[config.mk]
export PLATFORM = sky130hd
export DESIGN_NAME = id_ex_stage
export DESIGN_NICKNAME = d
export VERILOG_FILES = /design/src/rtl/id_ex_pkg.sv /design/src/rtl/id_ex_skid.sv /design/src/rtl/id_ex_stage.sv
export SDC_FILE = /design/constraint.sdc
export NUM_CORES = 1
export LEC_CHECK = 0
export ABC_AREA = 1
export BUFFER_PORTS_ARGS = -buffer_cell sky130_fd_sc_hd__clkbuf_2
export CAP_MARGIN = 15
export CORE_MARGIN = 1.5
export CORE_UTILIZATION = 30
export CTS_CLUSTER_SIZE = 14
export DETAILED_ROUTE_END_ITERATION = 8
export PLACE_DENSITY_LB_ADDON = 0.2
export SYNTH_ARGS = -nofsm -noshare
export SYNTH_HDL_FRONTEND = slang
export SYNTH_HIERARCHICAL = 1
export SYNTH_SLANG_ARGS = --single-unit
[constraint.sdc]
create_clock -name clk -period 1.48 [get_ports clk]
set_clock_uncertainty 0.1 [all_clocks]
set_input_delay 0.296 -clock clk [delete_from_list [all_inputs] [get_ports clk]]
set_output_delay 0.296 -clock clk [all_outputs]
set_load 0.02 [all_outputs]
[src/rtl/id_ex_pkg.sv]
// Shared definitions for the ID->EX pipeline stage: payload field widths,
// the derived payload width, the state encoding and payload pack/unpack helpers.
package id_ex_pkg;

    // Payload field widths
    localparam int T_W   = 7;   // opcode / type field
    localparam int ST_W  = 3;   // sub-type
    localparam int SST_W = 1;   // sub-sub-type flag
    localparam int WA_W  = 5;   // write-back register address
    localparam int WE_W  = 1;   // write enable
    localparam int XLEN  = 32;  // operand / pc width

    // t,st,sst,n1,n2,wa,we,nn,npc packed with t at the MSBs
    localparam int ID_EX_PW = T_W + ST_W + SST_W + 4 * XLEN + WA_W + WE_W;

    // Bit offsets (LSB position) of each field inside the packed payload
    localparam int NPC_LSB = 0;
    localparam int NN_LSB  = NPC_LSB + XLEN;
    localparam int WE_LSB  = NN_LSB + XLEN;
    localparam int WA_LSB  = WE_LSB + WE_W;
    localparam int N2_LSB  = WA_LSB + WA_W;
    localparam int N1_LSB  = N2_LSB + XLEN;
    localparam int SST_LSB = N1_LSB + XLEN;
    localparam int ST_LSB  = SST_LSB + SST_W;
    localparam int T_LSB   = ST_LSB + ST_W;

    // State encoding; the numeric value equals the number of held entries
    localparam logic [1:0] ST_EMPTY = 2'd0;
    localparam logic [1:0] ST_ONE   = 2'd1;
    localparam logic [1:0] ST_TWO   = 2'd2;

    typedef enum logic [1:0] {
        S_EMPTY = ST_EMPTY,
        S_ONE   = ST_ONE,
        S_TWO   = ST_TWO
    } id_ex_state_e;

    typedef struct packed {
        logic [T_W-1:0]   t;
        logic [ST_W-1:0]  st;
        logic [SST_W-1:0] sst;
        logic [XLEN-1:0]  n1;
        logic [XLEN-1:0]  n2;
        logic [WA_W-1:0]  wa;
        logic [WE_W-1:0]  we;
        logic [XLEN-1:0]  nn;
        logic [XLEN-1:0]  npc;
    } id_ex_payload_t;

    function automatic logic [ID_EX_PW-1:0] pack(input id_ex_payload_t p);
        return p;
    endfunction

    function automatic id_ex_payload_t unpack(input logic [ID_EX_PW-1:0] d);
        return d;
    endfunction

endpackage

[src/rtl/id_ex_skid.sv]
// Two-entry head/skid storage with its EMPTY/ONE/TWO state machine.
// in_ready_o comes straight from a flop so the upstream ready path has no
// combinational dependency on the downstream ready or the memory stall.
// occ_o is the state register itself, so it doubles as the FSM debug view.
module id_ex_skid
    import id_ex_pkg::*;
#(
    parameter int PW = ID_EX_PW
) (
    input  logic          clk,
    input  logic          rst,
    input  logic          flush_i,     // drop every held entry
    input  logic          store_i,     // accepted, non-bubble, non-flushed beat
    input  logic          drain_ok_i,  // downstream ready and not stalled
    input  logic [PW-1:0] data_i,
    output logic          out_valid_o,
    output logic [PW-1:0] out_data_o,
    output logic          in_ready_o,
    output logic [1:0]    occ_o
);

    id_ex_state_e  state_q, state_d;
    logic [PW-1:0] head_q, head_d;
    logic [PW-1:0] skid_q, skid_d;
    logic          in_ready_q, in_ready_d;
    logic          drain;

    assign drain = (state_q != S_EMPTY) && drain_ok_i;

    // Next-state and storage selection; flush overrides any move
    always_comb begin
        state_d = state_q;
        head_d  = head_q;
        skid_d  = skid_q;
        if (flush_i) begin
            state_d = S_EMPTY;
        end else begin
            case (state_q)
                S_EMPTY: begin
                    if (store_i) begin
                        state_d = S_ONE;
                        head_d  = data_i;
                    end
                end
                S_ONE: begin
                    if (store_i && drain) begin
                        head_d = data_i;
                    end else if (store_i) begin
                        state_d = S_TWO;
                        skid_d  = data_i;
                    end else if (drain) begin
                        state_d = S_EMPTY;
                    end
                end
                S_TWO: begin
                    // in_ready is low here, so no store can arrive
                    if (drain) begin
                        state_d = S_ONE;
                        head_d  = skid_q;
                    end
                end
                default: state_d = S_EMPTY;
            endcase
        end
        in_ready_d = (state_d != S_TWO);
    end

    // State, storage and registered ready
    always_ff @(posedge clk) begin
        if (rst) begin
            state_q    <= S_EMPTY;
            head_q     <= '0;
            skid_q     <= '0;
            in_ready_q <= 1'b1;
        end else begin
            state_q    <= state_d;
            head_q     <= head_d;
            skid_q     <= skid_d;
            in_ready_q <= in_ready_d;
        end
    end

    assign out_valid_o = (state_q != S_EMPTY);
    assign out_data_o  = head_q;
    assign in_ready_o  = in_ready_q;
    assign occ_o       = state_q;

endmodule

[src/rtl/id_ex_stage.sv]
// ID->EX pipeline stage: one decoded-instruction payload per beat over a
// valid/ready handshake, with memory stall, flush and bubble squashing.
// Optional macro ID_EX_SKID_EN adds a 2-entry skid buffer with a registered
// in_ready; without it a single register passes out_ready through to in_ready.
//
// Handshake: a beat transfers on a port when valid and ready are both high at
// the rising edge; valid, once raised by the stage, stays high with stable
// data until the beat drains; stl_mm=1 blocks draining exactly like out_ready=0.
// occ equals the FSM state encoding and is the debug view of the state.
module id_ex_stage
    import id_ex_pkg::*;
#(
    parameter int               PW      = ID_EX_PW,
    parameter int               OPC_W   = 7,
    parameter logic [OPC_W-1:0] BUB_OPC = '0,
    parameter int               CNT_W   = 16
) (
    input  logic             clk,
    input  logic             rst,
    input  logic             in_valid,
    output logic             in_ready,
    input  logic [PW-1:0]    in_data,
    output logic             out_valid,
    input  logic             out_ready,
    output logic [PW-1:0]    out_data,
    input  logic             stl_mm,
    input  logic             flush,
    output logic [1:0]       occ,
    output logic [CNT_W-1:0] bub_cnt
);

    logic             is_bub;
    logic             accept;
    logic             store;
    logic             bub_hit;
    logic             drain_ok;
    logic [CNT_W-1:0] bub_cnt_q, bub_cnt_d;

    assign is_bub   = (in_data[PW-1 -: OPC_W] == BUB_OPC);
    assign accept   = in_valid && in_ready;
    // A flushed beat is discarded whether it is a bubble or not
    assign store    = accept && !is_bub && !flush;
    assign bub_hit  = accept && is_bub && !flush;
    assign drain_ok = out_ready && !stl_mm;

    // Saturating count of squashed bubbles
    always_comb begin
        bub_cnt_d = bub_cnt_q;
        if (bub_hit && (bub_cnt_q != {CNT_W{1'b1}})) begin
            bub_cnt_d = bub_cnt_q + CNT_W'(1);
        end
    end

    // Bubble counter register
    always_ff @(posedge clk) begin
        if (rst) begin
            bub_cnt_q <= '0;
        end else begin
            bub_cnt_q <= bub_cnt_d;
        end
    end

    assign bub_cnt = bub_cnt_q;

`ifdef ID_EX_SKID_EN

    id_ex_skid #(
        .PW (PW)
    ) u_skid (
        .clk         (clk),
        .rst         (rst),
        .flush_i     (flush),
        .store_i     (store),
        .drain_ok_i  (drain_ok),
        .data_i      (in_data),
        .out_valid_o (out_valid),
        .out_data_o  (out_data),
        .in_ready_o  (in_ready),
        .occ_o       (occ)
    );

`else

    id_ex_state_e  state_q, state_d;
    logic [PW-1:0] data_q, data_d;

    // Single-entry next state; a store in ONE replaces the draining beat
    always_comb begin
        state_d = state_q;
        data_d  = data_q;
        if (flush) begin
            state_d = S_EMPTY;
        end else if (store) begin
            state_d = S_ONE;
            data_d  = in_data;
        end else if ((state_q == S_ONE) && drain_ok) begin
            state_d = S_EMPTY;
        end
    end

    // Single-entry state and payload register
    always_ff @(posedge clk) begin
        if (rst) begin
            state_q <= S_EMPTY;
            data_q  <= '0;
        end else begin
            state_q <= state_d;
            data_q  <= data_d;
        end
    end

    assign out_valid = (state_q == S_ONE);
    assign out_data  = data_q;
    assign in_ready  = !out_valid || drain_ok;
    assign occ       = state_q;

`endif

endmodule

### After elaboration in Yosys (flattened, before gate mapping)

Index checks and enable logic that the tools add are counted.

* bitwise operators: 1
* $add $sub $neg: 1
* multiplexer cells: 2
* equality and inequality tests: 1
* reduce and logical (&&, ||, !) cells: 17

Operator list (count)
* adder 16 x 1 -> 16 bit (second input constant): 1
* != test 16 bit (second input constant): 1
* logical AND 1 bit: 8
* logical NOT 7 bit: 1
* logical NOT 1 bit: 4
* 2-to-1 mux 1 bit: 2
* AND reduction 2 bit: 1
* nonzero test 2 bit: 1
* OR reduction 2 bit: 1
* logical OR 1 bit: 1
* NOT 1 bit: 1

* input port bits: 151
* register bits: 162
* word-level logic and storage cells: 25
* output and inout bits: 165

### Depth between registers and ports, before layout

* word-level depth: 7
* depth in mapped cells: 11
* gate-level depth less buffers: 10

### Least setup slack after synthesis

Ideal clock, no wire load.

* path type: register to register
* start: reg bub_cnt_q[0], in the netlist bub_cnt[0]
* end: reg bub_cnt_q[13], in the netlist bub_cnt[13]
* path buffers: 1
* path slack: -0.143 ns
* period minus slack after synthesis: 1.623 ns
* data required time: 1.252 ns
* stages on the path, launching flop included: 10
* arrival time: 1.395 ns
* library setup time: 0.128 ns
* path through: dfxtp_1 -> ha_1 -> nand3_1 -> inv_1 -> nand4_1 -> nand2_1 -> buf_2 -> nand2_1 -> nand2_1 -> nor2_1

* word-level cells in the longest chain between the ends: 2

Ends and longest elaborated chain
* start: declaration: line id_ex_stage.sv:37 `logic [CNT_W-1:0] bub_cnt_q, bub_cnt_d;`
* start signal: assignment: line id_ex_stage.sv:59 `bub_cnt_q <= bub_cnt_d;`
* parallel branches: the longest is 2 deep, another holds adder 16 x 1 -> 16 bit

Parallel ways; which one is timed is not known.
A chain may end at the register's enable or synchronous reset.

### Final worst setup path

* start: reg state_q[0], in the netlist occ[0]
* end: out in_ready

* word-level cells in the longest chain between the ends: 2

Ends and longest elaborated chain
* start: declaration: line id_ex_stage.sv:84 `id_ex_state_e state_q, state_d;`
* start signal: assignment: line id_ex_stage.sv:107 `state_q <= state_d;`
* logical NOT 1 bit: line id_ex_stage.sv:114 `assign in_ready = !out_valid || drain_ok;`
* logical OR 1 bit: line id_ex_stage.sv:114
* end: declaration: line id_ex_stage.sv:21 `output logic in_ready,`

Every way passes these cells.

==> flow_summary.json <==
{
  "ys_ff_latch": 162,
  "synth_area_leaders": "dfxtp_1, nand3_1, nand2_1",
  "die_x_um": 151,
  "final-hold-violation-count": 0,
  "hold_depth": 3,
  "peakVddDrop_uv": 645,
  "min-delay-start": "in_data[35]",
  "cap_violations": 0,
  "ff2ff_setup_slack_ns": 0.04,
  "end_kind": "output port",
  "finalCritPeriodShare_pct": 98.4,
  "finalCriticalPeriod_ns": 1.46,
  "crit_required_ns": 1.08,
  "rr_endpoint": "bub_cnt[5]",
  "power.leakage_nw": 4.43,
  "cp_max_fo": 3,
  "vias": 6821,
  "grtUsageTotal_pct": 17.1,
  "cts_buffer_depth": 2,
  "clk_pin_slew_worst_paths_ns": 0.07,
  "ys_seq_area_share_pct": 49.2,
  "n_fill_cell": 2200,
  "post-place-ws_ns": -0.174,
  "setup_viol": 0,
  "start_util_pct": 30.4,
  "grt_pass1_vias": 6024,
  "arrival_ns": 1.06,
  "place_hpwl_mm": 14.1,
  "gr-total-overflow": 0,
  "gp_congestion": 0.782,
  "avgViaCountPerCell": 4.59,
  "drc": 0,
  "rsz0062_at_grt": "yes",
  "post-route-util_pct": 45.2,
  "cts_tree": "yes",
  "antennaDiodeCount": 0,
  "grt_max_degree": 89,
  "wl_mm": 20.9,
  "nets": 1345,
  "drt-wirelength-per-cell_um": 14.1,
  "syn_area_um2": 6590,
  "cts.sinks": 162,
  "clk-insertion-delay-late_ns": 0.42,
  "yosysWarnings": 6,
  "synth_fp_nets": 994,
  "drtPass1Iterations": 4,
  "syn_inst": 842,
  "areaGrowthSynthToFinish_pct": 48.9,
  "drv_slew": 0,
  "io_pins": 316,
  "register_area_um2": 3270,
  "synth_cell_type_count": 25,
  "grt_pass1_wl_mm": 30.8,
  "coreArea_um2": 21700,
  "synth_top_area_share_pct": 49.2,
  "syn_avg_cell_area_um2": 7.82,
  "drtIter0Drc": 291,
  "crit_type": "reg -> out",
  "hold_ws_ns": 0.0248,
  "hp-class": "in -> reg",
  "powerDensity_nw_per_um2": 1090,
  "timing.fmax_ghz": 0.687,
  "drive_gt1_share_pct": 40.0,
  "fin_ws_ns": 0.0236,
  "die_h_um": 151,
  "io_buffers": 314,
  "min_to": "out_data[35]",
  "num_rows": 54,
  "cts_htree_levels": 4,
  "dieArea_um2": 22900,
  "multi_input_area_um2": 2870,
  "cts_buffers": 17,
  "antenna_found_initial": 2,
  "r2r_start": "bub_cnt[1]",
  "status": "finished clean",
  "cts-root-buf": "clkbuf_16",
  "ant_nets": 0,
  "startpoint_type": "register",
  "r2r_cells": 10,
  "yosysTopAreaCell": "dfxtp_1"
}
## stage by stage
| step | power [W] | TNS, ns | area [um2] | std cells |
|---|---|---|---|---|
| 3_5_place_dp | 0.00606 | -19.64 | 8650 | 1424 |
| 5_1_grt | 0.0112 | -0.223 | 9810 | 1486 |
| 2_1_floorplan | 0.00547 | 0 | 6600 | 842 |
| 4_1_cts | 0.0109 | -0.107 | 9620 | 1481 |
| 6_report | 0.0107 | 0 | 9810 | 1486 |
| 3_3_place_gp | 0.00605 | -11.42 | 8650 | 1424 |
## per-layer routing
| metal | up-vias | wire length (um) | GRT usage, % |
|---|---|---|---|
| li1 | 3483 | - | - |
| met1 | 3085 | 9060 | 21.5 |
| met2 | 235 | 9980 | 27.4 |
| met3 | 16 | 1630 | 5.69 |
| met4 | 2 | 201 | 5.68 |
| met5 | - | 17 | 0 |
## synthesized netlist by cell type, drive strengths merged
master	instances
a21oi	145
nand4	4
inv	26
nor3	1
nand2	217
nor2	50
xor2	6
xnor2	1
o21ai	3
dfxtp	162
ha	1
nand3	154
clkbuf	16
a211oi	1
buf	54
conb	1
## registers in the layout, indices dropped and copies added, names as in the netlist
signal and cells:
out_data 145, bub_cnt 16, occ 1
## critical path, stage by stage, from the launching register on
cell and delay, ns:
dfxtp_2 0.36, nand2_4 0.06, buf_6 0.11, buf_6 0.12
## report_power, final
group | leakage, nW | internal, W | switching, W
Combinational | 2.79 | 0.000580 | 0.000780
Clock | 0.305 | 0.00271 | 0.00198
Sequential | 1.33 | 0.00454 | 0.0000965
## cell families (layout without fill, tap and decap cells)
| family | Yosys count | count (layout) | synth area share, % |
|---|---|---|---|
| and+or+nand+nor | 426 | 427 | 28.4 |
| DFF | 162 | 162 | 49.2 |
| AOI/OAI and AO/OA | 149 | 149 | 11.9 |
| buffers and inverters | 96 | 459 | 9.25 |
| xor gates and xnor gates | 7 | 7 | 0.931 |
| adders and majority gates | 1 | 1 | 0.190 |
| other | 1 | 1 | 0.0569 |
## how the worst max path moves through the flow
stage / start / endpoint / slack, ns / cells past startpoint
6_report: occ[0] / in_ready / 0.02 / 3
5_1_grt: bub_cnt[8] / bub_cnt[15] / -0.06 / 9
4_1_cts: occ[0] / in_ready / -0.06 / 3
3_5_place_dp: in_data[141] / out_data[59] / -0.17 / 7
3_3_place_gp: in_data[144] / out_data[138] / -0.12 / 8
2_1_floorplan: occ[0] / out_data[52] / 0.0009 / 8
## area by class of cell
type | instances | area share [%]
inverter | 26 | 1.05
timing repair buffer | 401 | 26.3
multi-input combinational | 585 | 29.2
sequential | 162 | 33.4
tap | 280 | 3.57
clock buffer | 20 | 4.77
clock inverter | 12 | 1.65
## cells in the final DEF (no fill, tap or decap), types with 3 or more instances in the layout
cell	n
nand2_1	197
buf_6	9
dlygate4sd3_1	22
inv_2	3
clkbuf_16	19
buf_12	15
nand2_2	17
nor2_2	8
nor2_4	10
a21oi_1	136
dfxtp_4	5
nand2_4	3
buf_4	47
inv_1	21
clkbuf_2	302
a21oi_2	9
dfxtp_2	10
inv_6	3
nand3_1	152
dfxtp_1	147
nor2_1	33
xor2_1	6
nand4_1	4
inv_8	3
## what timing repair did
| action | 4_1_cts | 5_1_grt |
|---|---|---|
| endpoints found under the setup margin | 23 | 28 |
| endpoints found under the hold margin | 21 | 1 |
| pin swaps | 4 | 14 |
| hold buffers | 21 | 1 |
| gates resized for setup | 26 | 58 |
| cloned | 2 | 1 |
| buffers inserted | 2 | 4 |
Note: power is estimated with default switching activity, not from simulation.
